--- config.mk ---
export PLATFORM = sky130hd
export DESIGN_NAME = spi_pwm_multi
export DESIGN_NICKNAME = d
export VERILOG_FILES = /design/src/rtl/spi_pwm_multi.sv
export SDC_FILE = /design/constraint.sdc
export NUM_CORES = 1
export LEC_CHECK = 0
export CAP_MARGIN = 15
export CELL_PAD_IN_SITES_DETAIL_PLACEMENT = 1
export CELL_PAD_IN_SITES_GLOBAL_PLACEMENT = 1
export CORE_MARGIN = 1
export CORE_UTILIZATION = 48
export CTS_CLUSTER_DIAMETER = 200
export DETAILED_ROUTE_END_ITERATION = 10
export PLACE_DENSITY_LB_ADDON = 0.1
export SYNTH_ARGS = -nofsm -noshare
export SYNTH_HDL_FRONTEND = slang
export SYNTH_SLANG_ARGS = --single-unit
--- constraint.sdc ---
create_clock -name clk -period 2.4 [get_ports clk]
set_clock_uncertainty 0.2 [all_clocks]
set_input_delay 0.48 -clock clk [delete_from_list [all_inputs] [get_ports clk]]
set_output_delay 0.48 -clock clk [all_outputs]
set_load 0.01 [all_outputs]
--- src/rtl/spi_pwm_multi.sv ---
`timescale 1ns/1ps
`default_nettype none
// ============================================================================
// Module   : spi_pwm_multi
// Brief    : Write-only mode-0 SPI slave driving NUM_CH PWM channels that share
//            one prescaled period counter. Optional macro PWM_SHADOW_EN makes
//            duty writes take effect only at the period wrap.
// Revision : 1.0 - initial release
// ============================================================================
module spi_pwm_multi #(
  parameter int NUM_CH  = 16,
  parameter int DUTY_W  = 8,
  parameter int PRESC_W = 8
) (
  input  logic              clk,
  input  logic              rst,
  input  logic              nCS,
  input  logic              SCLK,
  input  logic              COPI,
  output logic [NUM_CH-1:0] pwm_out,
  output logic [NUM_CH-1:0] out_en,
  output logic              frame_err
);

  localparam logic [4:0] c_frame_len  = 5'd16;
  localparam logic [4:0] c_cnt_sat    = 5'd17;
  localparam logic [6:0] c_addr_presc = 7'h08;

  logic [2:0]         ncs_pipe_q, ncs_pipe_d;
  logic [2:0]         sclk_pipe_q, sclk_pipe_d;
  logic [1:0]         copi_pipe_q, copi_pipe_d;
  logic               in_frame_q, in_frame_d;
  logic [4:0]         bit_cnt_q, bit_cnt_d;
  logic [15:0]        shift_q, shift_d;
  logic               wr_q, wr_d;
  logic [6:0]         wr_addr_q, wr_addr_d;
  logic [7:0]         wr_data_q, wr_data_d;
  logic               frame_err_q, frame_err_d;
  logic [NUM_CH-1:0]  en_out_q, en_out_d;
  logic [NUM_CH-1:0]  en_pwm_q, en_pwm_d;
  logic [PRESC_W-1:0] prescale_q, prescale_d;
  logic [PRESC_W-1:0] presc_cnt_q, presc_cnt_d;
  logic [DUTY_W-1:0]  period_cnt_q, period_cnt_d;
  logic [NUM_CH-1:0]  en_out_hit, en_pwm_hit, wr_bit;
  logic               ncs_fall, ncs_rise, sclk_rise;
  logic               presc_wr, tick, period_wrap;

  assign ncs_fall  =  ncs_pipe_q[2] & ~ncs_pipe_q[1];
  assign ncs_rise  = ~ncs_pipe_q[2] &  ncs_pipe_q[1];
  assign sclk_rise = ~sclk_pipe_q[2] & sclk_pipe_q[1];

  // A rising nCS only counts when a falling edge opened the frame, so a reset
  // taken mid-frame cannot later produce a commit or an error.
  always_comb begin
    ncs_pipe_d  = {ncs_pipe_q[1:0], nCS};
    sclk_pipe_d = {sclk_pipe_q[1:0], SCLK};
    copi_pipe_d = {copi_pipe_q[0], COPI};
    in_frame_d  = in_frame_q;
    bit_cnt_d   = bit_cnt_q;
    shift_d     = shift_q;
    wr_d        = 1'b0;
    wr_addr_d   = wr_addr_q;
    wr_data_d   = wr_data_q;
    frame_err_d = 1'b0;
    if (ncs_fall) begin
      in_frame_d = 1'b1;
      bit_cnt_d  = 5'd0;
    end else if (ncs_rise) begin
      in_frame_d = 1'b0;
      if (in_frame_q) begin
        if (bit_cnt_q == c_frame_len) begin
          if (shift_q[15]) begin
            wr_d      = 1'b1;
            wr_addr_d = shift_q[14:8];
            wr_data_d = shift_q[7:0];
          end
        end else begin
          frame_err_d = 1'b1;
        end
      end
    end else if (sclk_rise && !ncs_pipe_q[1] && in_frame_q) begin
      shift_d = {shift_q[14:0], copi_pipe_q[1]};
      if (bit_cnt_q != c_cnt_sat) bit_cnt_d = bit_cnt_q + 5'd1;
    end
  end

  always_comb begin
    presc_wr     = wr_q && (wr_addr_q == c_addr_presc);
    en_out_d     = wr_q ? ((en_out_q & ~en_out_hit) | (wr_bit & en_out_hit)) : en_out_q;
    en_pwm_d     = wr_q ? ((en_pwm_q & ~en_pwm_hit) | (wr_bit & en_pwm_hit)) : en_pwm_q;
    prescale_d   = presc_wr ? PRESC_W'(wr_data_q) : prescale_q;
    tick         = (presc_cnt_q == prescale_q);
    presc_cnt_d  = (presc_wr || tick) ? '0 : presc_cnt_q + PRESC_W'(1);
    period_cnt_d = tick ? period_cnt_q + DUTY_W'(1) : period_cnt_q;
    period_wrap  = tick && (&period_cnt_q);
  end

  always_ff @(posedge clk) begin
    if (rst) begin
      ncs_pipe_q   <= '0;
      sclk_pipe_q  <= '0;
      copi_pipe_q  <= '0;
      in_frame_q   <= 1'b0;
      bit_cnt_q    <= '0;
      shift_q      <= '0;
      wr_q         <= 1'b0;
      wr_addr_q    <= '0;
      wr_data_q    <= '0;
      frame_err_q  <= 1'b0;
      en_out_q     <= '0;
      en_pwm_q     <= '0;
      prescale_q   <= '0;
      presc_cnt_q  <= '0;
      period_cnt_q <= '0;
    end else begin
      ncs_pipe_q   <= ncs_pipe_d;
      sclk_pipe_q  <= sclk_pipe_d;
      copi_pipe_q  <= copi_pipe_d;
      in_frame_q   <= in_frame_d;
      bit_cnt_q    <= bit_cnt_d;
      shift_q      <= shift_d;
      wr_q         <= wr_d;
      wr_addr_q    <= wr_addr_d;
      wr_data_q    <= wr_data_d;
      frame_err_q  <= frame_err_d;
      en_out_q     <= en_out_d;
      en_pwm_q     <= en_pwm_d;
      prescale_q   <= prescale_d;
      presc_cnt_q  <= presc_cnt_d;
      period_cnt_q <= period_cnt_d;
    end
  end

  for (genvar i = 0; i < NUM_CH; i++) begin : g_ch
    logic [DUTY_W-1:0] duty_q, duty_d, duty_act;
    logic              pwm_q, pwm_d, raw;

    assign en_out_hit[i] = (wr_addr_q == 7'(i / 8));
    assign en_pwm_hit[i] = (wr_addr_q == 7'(4 + i / 8));
    assign wr_bit[i]     = wr_data_q[i % 8];

`ifdef PWM_SHADOW_EN
    logic [DUTY_W-1:0] duty_act_q, duty_act_d;
    assign duty_act   = duty_act_q;
    assign duty_act_d = period_wrap ? duty_q : duty_act_q;
    always_ff @(posedge clk) begin
      if (rst) duty_act_q <= '0;
      else     duty_act_q <= duty_act_d;
    end
`else
    assign duty_act = duty_q;
`endif

    // All-ones duty is a full-period high rather than 2^DUTY_W-1 cycles.
    always_comb begin
      duty_d = duty_q;
      if (wr_q && (wr_addr_q == 7'(16 + i))) duty_d = DUTY_W'(wr_data_q);
      raw   = (period_cnt_q < duty_act) || (&duty_act);
      pwm_d = en_out_q[i] ? (en_pwm_q[i] ? raw : 1'b1) : 1'b0;
    end

    always_ff @(posedge clk) begin
      if (rst) begin
        duty_q <= '0;
        pwm_q  <= 1'b0;
      end else begin
        duty_q <= duty_d;
        pwm_q  <= pwm_d;
      end
    end

    assign pwm_out[i] = pwm_q;
  end

  assign out_en    = en_out_q;
  assign frame_err = frame_err_q;

endmodule
`default_nettype wire

==> impl_metrics.py <==
metrics = {
    "timing": {
        "fmax_mhz": 447,
        "fin_crit_ns": 2.24,
        "drv_slew": 0,
        "worst_slew_pin_slew_ns": 0.658,
        "min_period_over_period_pct": 93.2,
        "rsz0062_at_grt": "no",
        "hold_viol_final": 0,
        "finalSetupViolCount": 0,
        "slew_headroom_pct": 56.1,
        "finalSetupTns_ns": 0,
    },
    "placed_design": {
        "io_buffers": 37,
        "gp_congestion": 0.796,
        "dp.final_hpwl_um": 23000,
        "dpl_cell_area_um2": 13300,
    },
    "pwr": {
        "max-vdd-ir-drop_uv": 510,
        "leakagePower_nw": 5.44,
        "power.density_nw_per_um2": 614,
    },
    "global_routing": {
        "grt_usage_pct": 26.7,
        "grt_start_max_net_pins": 70,
        "grt_pass1_vias": 10400,
        "grt-ovfl-total": 0,
        "grt_first_pass_wirelength_um": 55800,
        "antenna_found_initial": 0,
    },
    "cts": {
        "cts_buffers": 28,
        "clk_pin_slew_ns": 0.06,
        "cts_hold_buffers": 0,
        "cts_resized": 0,
        "post_cts_buffers": 0,
        "cts_sinks": 247,
        "insertion_delay_ns": 0.55,
        "cts_buffer_depth": 3,
        "cts.htree.levels": 1,
        "tritoncts": "built",
        "cts_root_buffer": "clkbuf_16",
    },
    "setup_path": {
        "crit_path_end": "out_en[9]",
        "cp_max_fo": 3,
        "worstSetupEndpointType": "output pin",
        "crit_family": "buffers and inverters",
        "startpoint_type": "register",
        "reg2reg_slack_ns": 0.24,
        "reg2reg_depth": 5,
        "crit_arrival_ns": 1.56,
        "cp_slowest_cell": "clkdlybuf4s50_1",
        "worstPathRequired_ns": 1.72,
        "path_class": "register to output pin",
        "critPathBufInv": 1,
        "cp_num_cells": 1,
        "r2r-start": "wr_addr_q[1]",
        "cp_cell_sequence": "clkdlybuf4s50_1",
        "slowest_delay_ns": 0.58,
    },
    "route": {
        "wl_per_cell_um": 19.2,
        "routed_via_density": 5.58,
        "drt_iter0_drc": 475,
        "drc": 0,
        "wirelength_um": 34900,
        "ant_nets": 0,
        "num_vias": 10200,
        "first_pass_iters": 5,
    },
    "synthesis": {
        "yosys.area.top_type": "dfxtp_1",
        "yosysUniqueCellTypes": 45,
        "syn_area_um2": 12400,
        "synth_edf_count": 0,
        "synthArstFlopShare_pct": 0,
        "seq_area_frac_synth_pct": 39.8,
        "ys_warn_count": 0,
        "syn_inst": 1446,
        "syn_nets": 1570,
        "ys_seq_elements": 247,
        "synth_top_cell_area_share_pct": 39.8,
        "synth_area_leaders": "dfxtp_1, ha_1, mux2i_1, a21oi_1, nor2_1",
        "synth_flop_cell": "dfxtp_1",
        "avgSynthCellArea_um2": 8.60,
    },
    "final_layout": {
        "regArea_um2": 4940,
        "layout_common_cells": "dfxtp_1, nor2_1, nand2_1, ha_1",
        "layout_commonest_cell": "dfxtp_1",
        "multiInputGateArea_um2": 6620,
        "syn_to_final_growth_pct": 14.0,
        "nFillCells": 2956,
        "drive_above_1_share_pct": 7.90,
        "design_area_um2": 14200,
        "fin_util_pct": 56.0,
        "nets": 1599,
        "antenna_cells": 0,
    },
    "die": {
        "core_area_um2": 25300,
        "design.die.area_um2": 26600,
        "pin_count": 38,
        "start_util_pct": 49.1,
        "die_y_um": 163,
        "rows": 58,
        "die_width_um": 163,
    },
    "run_status": {
        "status": "finished, final reports clean",
    },
    "run": {
        "maxCapViolCount": 0,
    },
    "hold_path": {
        "hp-class": "input pin to register",
    },
}
## synth_stat cells, types with 3 or more instances
master and count:
ha_1 119, nand2b_1 19, mux2i_1 104, a32o_1 16, nand3_1 101, o21ai_0 33, buf_4 18, or3_1 17
nor2_1 146, inv_1 117, buf_6 3, buf_2 12, a21o_1 16, a21oi_1 117, dfxtp_1 247, nor2b_1 61
clkbuf_1 56, xor2_1 16, xnor2_1 5, nand2_1 121, nand4_1 52, a211oi_1 17
## per-stage QoR
stage | setup WS (ns) | std cells | hold WS (ns) | total power [mW]
finish | 0.164 | 1824 | 0.199 | 8.71
global route | 0.144 | 1824 | 0.214 | 9.00
CTS | 0.156 | 1824 | 0.187 | 8.81
detailed placement | 0.256 | 1775 | 0.240 | 4.53
global placement | 0.308 | 1775 | 0.223 | 4.52
floorplan | 0.502 | 1446 | 0.214 | 4.42
## routing by layer
layer | share of wire, % | global-route usage, %
met5 | 0 | 0
met3 | 3.1 | 2.65
met2 | 49 | 47.8
met4 | 2.0 | 6.33
met1 | 46 | 34.3
## power breakdown
group | internal (mW) | switching (mW) | total (mW)
combinational | 0.136 | 0.186 | 0.322
sequential | 4.11 | 0.00719 | 4.12
clock | 2.57 | 1.70 | 4.27
total | 6.81 | 1.89 | 8.71
## cell families (layout without fill, tap and decap cells)
kind of cell | after synthesis | count (layout) | share of synthesized area [%]
xor gates and xnor gates | 21 | 21 | 1.48
adders and majority gates | 119 | 119 | 12.0
muxes | 105 | 105 | 8.46
and+or+nand+nor | 545 | 545 | 21.8
buffers and inverters | 208 | 256 | 7.12
DFF | 247 | 247 | 39.8
AOI/OAI and AO/OA | 201 | 201 | 9.45
## worst min-delay path by stage
stage                                 endpoint           start  depth (start not counted)  slack [ns]
after detailed placement         ncs_pipe_q[1]   ncs_pipe_q[0]                          1        0.24
after CTS                 g_ch[13].duty_act[4]             rst                          2        0.19
after global routing      g_ch[15].duty_act[2]             rst                          2        0.21
after floorplan                 copi_pipe_q[1]  copi_pipe_q[0]                          1        0.21
after global placement          copi_pipe_q[1]  copi_pipe_q[0]                          1        0.22
final                     g_ch[15].duty_act[1]             rst                          2        0.20
## final cells by class
class | instances | area share [%]
repair buffers | 90 | 5.95
clock buffers | 43 | 5.83
multi-input cells | 991 | 46.7
flip-flops and latches | 247 | 34.9
well taps | 330 | 2.91
inverters | 117 | 3.10
clock inverters | 6 | 0.644
(Power assumes the default switching activity.)
==> edit 1: new RTL, config.mk and constraints unchanged <==
Take the reset off `shift_q`, `wr_addr_q` and `wr_data_q` and load them in a clocked block of their own.
--- a/src/rtl/spi_pwm_multi.sv
+++ b/src/rtl/spi_pwm_multi.sv
@@ -104,6 +104,3 @@
       bit_cnt_q    <= '0;
-      shift_q      <= '0;
       wr_q         <= 1'b0;
-      wr_addr_q    <= '0;
-      wr_data_q    <= '0;
       frame_err_q  <= 1'b0;
@@ -120,6 +117,3 @@
       bit_cnt_q    <= bit_cnt_d;
-      shift_q      <= shift_d;
       wr_q         <= wr_d;
-      wr_addr_q    <= wr_addr_d;
-      wr_data_q    <= wr_data_d;
       frame_err_q  <= frame_err_d;
@@ -131,2 +125,8 @@
     end
+  end
+
+  always_ff @(posedge clk) begin
+    shift_q   <= shift_d;
+    wr_addr_q <= wr_addr_d;
+    wr_data_q <= wr_data_d;
   end
Check against the original RTL: no difference found for any inputs over 10 cycles, from zero or initial values and one cycle with rst high; that may be too few to reach the edited logic, so the function may still have changed.
==> edit 1 against the original RTL <==
- global-route usage grew 0.24 points
- die area shrank 1.3%
- area after synthesis down 1.3%
- clock power fell by 5.4%
- total power is 1.9% lower
- worst hold slack better by 0.0055 ns
- final cell count decreased by 2.2%
- sequential cell count is the same
- sequential share of layout area rose by 2.7 points
- routed wire length down 1.2%
- worst setup slack worse by 0.038 ns
- design area shrank 1.4%
- critical endpoint is now presc_cnt_q[5]$_SDFF_PP0_
- highest routed layer unchanged
==> edit 1: results (changes against the original RTL) <==
First DRT Iteration DRCs=567 (+19%); number of library cell types mapped by synthesis=43 (-4.4%); worst setup path class=flop to flop; share of the yosys chip area belonging to registers=42.8% (+3.0 points); Wirelength per Cell=19.3 um (+1.0%); slew at the pin closest to its max-slew limit=0.685 ns (+0.0269 ns); xor/xnor cell area share of the yosys netlist=1.50% (+0.019 points); number of fill cells in the layout=2,968 (+0.41%); reported leakage power=5.24 nW (-3.5%); Max IR drop VDD=0.476 mV (-6.6%); pin count of the biggest net entering global routing=80 (+14%); routed vias=9,978 (-2.0%); status=finished, final reports clean; synthesized-area fraction occupied by adder cells=12.1% (+0.15 points); half-perimeter wire length after placement=23.3 mm (+1.2%); Port Buffer Count=37 (unchanged); global router's overall resource usage=26.9% (+0.24 points); r2r startpoint=wr_addr_q[4]$_DFFE_PP_; hold path start=copi_pipe_q[1]$_SDFF_PP0_; area fraction in compound gates after synthesis=10.6% (+1.1 points); Worst Path Max Fanout=12 (+9); post-layout instance count excluding filler cells=1,784 (-2.2%); number of nets at the end of the flow=1,561 (-2.4%); Post-CTS Setup Inserts=0 (unchanged); post-placement cell count=1,738 (-2.1%); Num CTS Buffers=27 (-3.6%); top cell types by occurrence after synthesis=dfxtp_1, nand2_1, a21oi_1, ha_1, inv_1; Post-synth EDFFs=31 (+31); multiplexer fraction of the synthesized cell area=4.08% (-4.4 points); path type of the worst min-delay path=flop to flop; first-pass GRT wire length=55.6 mm (-0.32%); worst path arrival time=2.47 ns (+0.91 ns); Net Count, Synth=1,526 (-2.8%); initial antenna violation count=0 (unchanged); Placement Setup Slack=0.163 ns (-0.0932 ns); share of post-route cells with drive strength above 1=7.77% (-0.13 points); via count of the first global-routing pass=10,500 (+0.55%); worst-path cell with the longest stage delay=or4b_4; mean instance size in the synthesized netlist=8.76 um2 (+1.8%)
-- edit 1: cell count changes in the layout (fill, tap and decap cells not counted), sizes merged, moves of 8 or more --
cell    unedited run  this run
dfxtp            247       216
nand2            122       176
nand3            103        95
mux2i            104        50
edfxtp             0        31
nor2             148        89
clkbuf            43        35
a21oi            117       141
-- edit 1: final timing paths --
kind                                                  end  cells after the start  slack [ns]
worst max register to register  presc_cnt_q[5]$_SDFF_PP0_                      6        0.13
worst max-delay path            presc_cnt_q[5]$_SDFF_PP0_                      6        0.13
worst min-delay path                 shift_q[0]$_DFFE_PP_                      0        0.20
worst min register to register       shift_q[0]$_DFFE_PP_                      0        0.20
-- edit 1: cell type report --
class                           instances  share of cell area, %
Sequential cell                       247                   37.6
Inverter                              119                   3.19
Clock inverter                         11                  0.769
Clock buffer                           35                   5.26
Tap cell                              330                   2.95
Multi-Input combinational cell        952                   44.1
Timing Repair Buffer                   90                   6.22
-- edit 1: stage by stage --
stage / total power, mW / area (um2) / utilization [%]
4_1_cts: 8.62 / 14000 / 55.7
5_1_grt: 8.81 / 14000 / 55.7
6_report: 8.55 / 14000 / 55.7
2_1_floorplan: 4.48 / 12300 / -
3_3_place_gp: 4.58 / 13100 / 52.4
3_5_place_dp: 4.60 / 13100 / 52.4
-- edit 1: power groups by stage --
stage | clock (mW) | combinational, mW | sequential, mW
after floorplan | 0 | 0.195 | 4.29
after global placement | 0 | 0.308 | 4.28
after detailed placement | 0 | 0.319 | 4.28
after CTS | 4.11 | 0.325 | 4.19
after global routing | 4.27 | 0.357 | 4.19
final | 4.04 | 0.322 | 4.19
-- edit 1: routing by layer --
layer	wire (um)	global-route usage [%]	vias up
li1	-	-	4846
met1	15800	34.9	4923
met2	16900	47.5	161
met3	1120	3.04	48
met4	632	6.69	0
met5	0	0	-
-- edit 1: worst max-delay path: cells and delay by family, from the launching register on --
family        cells  cell delay, ns
flops             1            0.44
simple gates      5            1.32
buf+inv           1            0.17
-- edit 1: logic make-up after synthesis --
group / Yosys count
flops: 247
buf+inv: 203
fa+ha+maj: 119
compound gates: 225
xor+xnor: 21
mux: 50
simple gates: 537
==> edit 2: new RTL, same flow settings <==
Made on the original files. `NUM_CH`: 16 -> 32.
--- a/src/rtl/spi_pwm_multi.sv
+++ b/src/rtl/spi_pwm_multi.sv
@@ -10,3 +10,3 @@
 module spi_pwm_multi #(
-  parameter int NUM_CH  = 16,
+  parameter int NUM_CH  = 32,
   parameter int DUTY_W  = 8,
Ports: changed (resized out_en and pwm_out); port bits go from 38 to 70. The function was not compared with the original's and may differ.
==> edit 2 against the original RTL <==
- design area rose by 80%
- worst setup slack got worse by 0.13 ns
- largest cell class unchanged
- total power rose by 78%
- sequential cell count rose by 176
- combinational power rose by 98%
- die area rose by 77%
- area after synthesis rose by 78%
- clock power rose by 83%
- synthesized cell count rose by 75%
- routed wire length rose by 100%
- non-clock buffer count rose by 76
==> edit 2: results (changes against the original RTL) <==
number of nets at the end of the flow=2,826 (+77%); global router's overall resource usage=29.9% (+3.2 points); slowest stage delay, CP=0.60 ns (+0.02 ns); number of levels the H-tree was split into=2 (+1); largest cells by area after synthesis=dfxtp_1, ha_1, mux2i_1, nor2_1, inv_1; reported leakage power=9.90 nW (+82%); First DRT Iteration DRCs=997 (+110%); routed vias=18,400 (+81%); placer's final routability congestion estimate=0.808 (+1.5%); top cell types by occurrence after synthesis=dfxtp_1, nor2_1, mux2i_1, ha_1, inv_1; clock insertion delay at the later pin of the skew report=0.58 ns (+0.03 ns); half-perimeter wire length after placement=45.9 mm (+99%); relative slew slack=53.7% (-2.4 points); Port Buffer Count=69 (+86%); pin count of the biggest net entering global routing=46 (-34%); wire length reported by the detailed router=69.7 mm (+100%); post-placement cell count=3,141 (+77%); share of the yosys chip area belonging to registers=38.2% (-1.5 points); Num CTS Buffers=47 (+68%); worst path arrival time=1.68 ns (+0.12 ns); Max IR drop VDD=0.533 mV (+4.5%); gate family responsible for the most delay along the worst path=buffers and inverters; first-pass GRT wire length=110 mm (+97%); via count of the first global-routing pass=19,300 (+85%); number of instances in the synthesized netlist=2,536 (+75%); Post-synth ARST share=0% (unchanged); status=finished, final reports clean; number of library cell types mapped by synthesis=49 (+8.9%); Worst Path Max Fanout=3 (unchanged); initial antenna violation count=2 (+2); number of vias per cell=5.71 (+2.3%); number of fill cells in the layout=5,342 (+81%)
==> edit 2: changes by cell type after synthesis, moves of 43 or more <==
| cell | unedited run | this run |
|---|---|---|
| nand4_1 | 52 | 100 |
| ha_1 | 119 | 231 |
| nor2_1 | 146 | 296 |
| dfxtp_1 | 247 | 423 |
| nor2b_1 | 61 | 104 |
| inv_1 | 117 | 229 |
| mux2i_1 | 104 | 240 |
==> edit 2: cell type report <==
| type | count | area (um2) | area share, % |
|---|---|---|---|
| Multi-Input combinational cell | 1723 | 12100 | 47.2 |
| Sequential cell | 423 | 8490 | 33.3 |
| Timing Repair Buffer | 166 | 1690 | 6.61 |
| Clock buffer | 68 | 1430 | 5.60 |
| Inverter | 229 | 860 | 3.37 |
| Tap cell | 600 | 751 | 2.94 |
| Clock inverter | 18 | 250 | 0.981 |
==> edit 2: per-stage QoR <==
| step | power (mW) | util (%) | cell area, um2 | worst slack (ns) | hold WS [ns] |
|---|---|---|---|---|---|
| CTS | 15.6 | 56.1 | 25500 | 0.0356 | 0.0618 |
| global placement | 7.80 | 52.4 | 23800 | 0.266 | 0.223 |
| global route | 15.9 | 56.1 | 25500 | 0.00615 | 0.0713 |
| floorplan | 7.59 | - | 22200 | 0.141 | 0.214 |
| finish | 15.5 | 56.1 | 25500 | 0.0355 | 0.0979 |
| detailed placement | 7.82 | 52.4 | 23800 | 0.202 | 0.229 |
==> edit 2: path summary, 6_finish.rpt <==
path / startpoint / end / slack [ns] / cells after the start
setup / recovery: flop / out_en[31] / 0.04 / 1
hold / removal: rst / g_ch[21].duty_act[1]$_SDFFE_PP0P_ / 0.1 / 2
setup reg to reg: wr_q$_SDFF_PP0_ / g_ch[16].duty_act[0]$_SDFFE_PP0P_ / 0.16 / 5
hold reg to reg: sclk_pipe_q[0]$_SDFF_PP0_ / sclk_pipe_q[1]$_SDFF_PP0_ / 0.26 / 1
==> edit 2: timing repair <==
action	CTS	global route
setup buffers	0	0
resized for setup	1	0
setup endpoints to repair	1	0
hold buffers	0	0
==> edit 2: power by group <==
part           internal (mW)  total [mW]  switching [mW]  leakage (nW)
logic                  0.272       0.636           0.365          5.65
registers               7.03        7.04         0.00841          3.42
clock network           4.77        7.82            3.05         0.833
total                   12.1        15.5            3.42          9.90
==> edit 2: cell families after synthesis <==
logic type                 after synthesis  share of synthesized area [%]
AOI/OAI and AO/OA                      323                           8.80
xor gates and xnor gates                21                          0.830
adders and majority gates              231                           13.0
buffers and inverters                  390                           7.51
DFF                                    423                           38.2
muxes                                  240                           10.8
and+or+nand+nor                        908                           20.8
==> edit 2: routing by layer <==
metal	share of wire, %	vias up	GRT usage [%]	routed length [um]
met1	45	9242	38.0	31200
met4	2.0	0	6.71	1430
met2	50	336	53.5	34600
met5	0	-	0	0
met3	3.7	107	3.91	2550
li1	-	8750	-	-
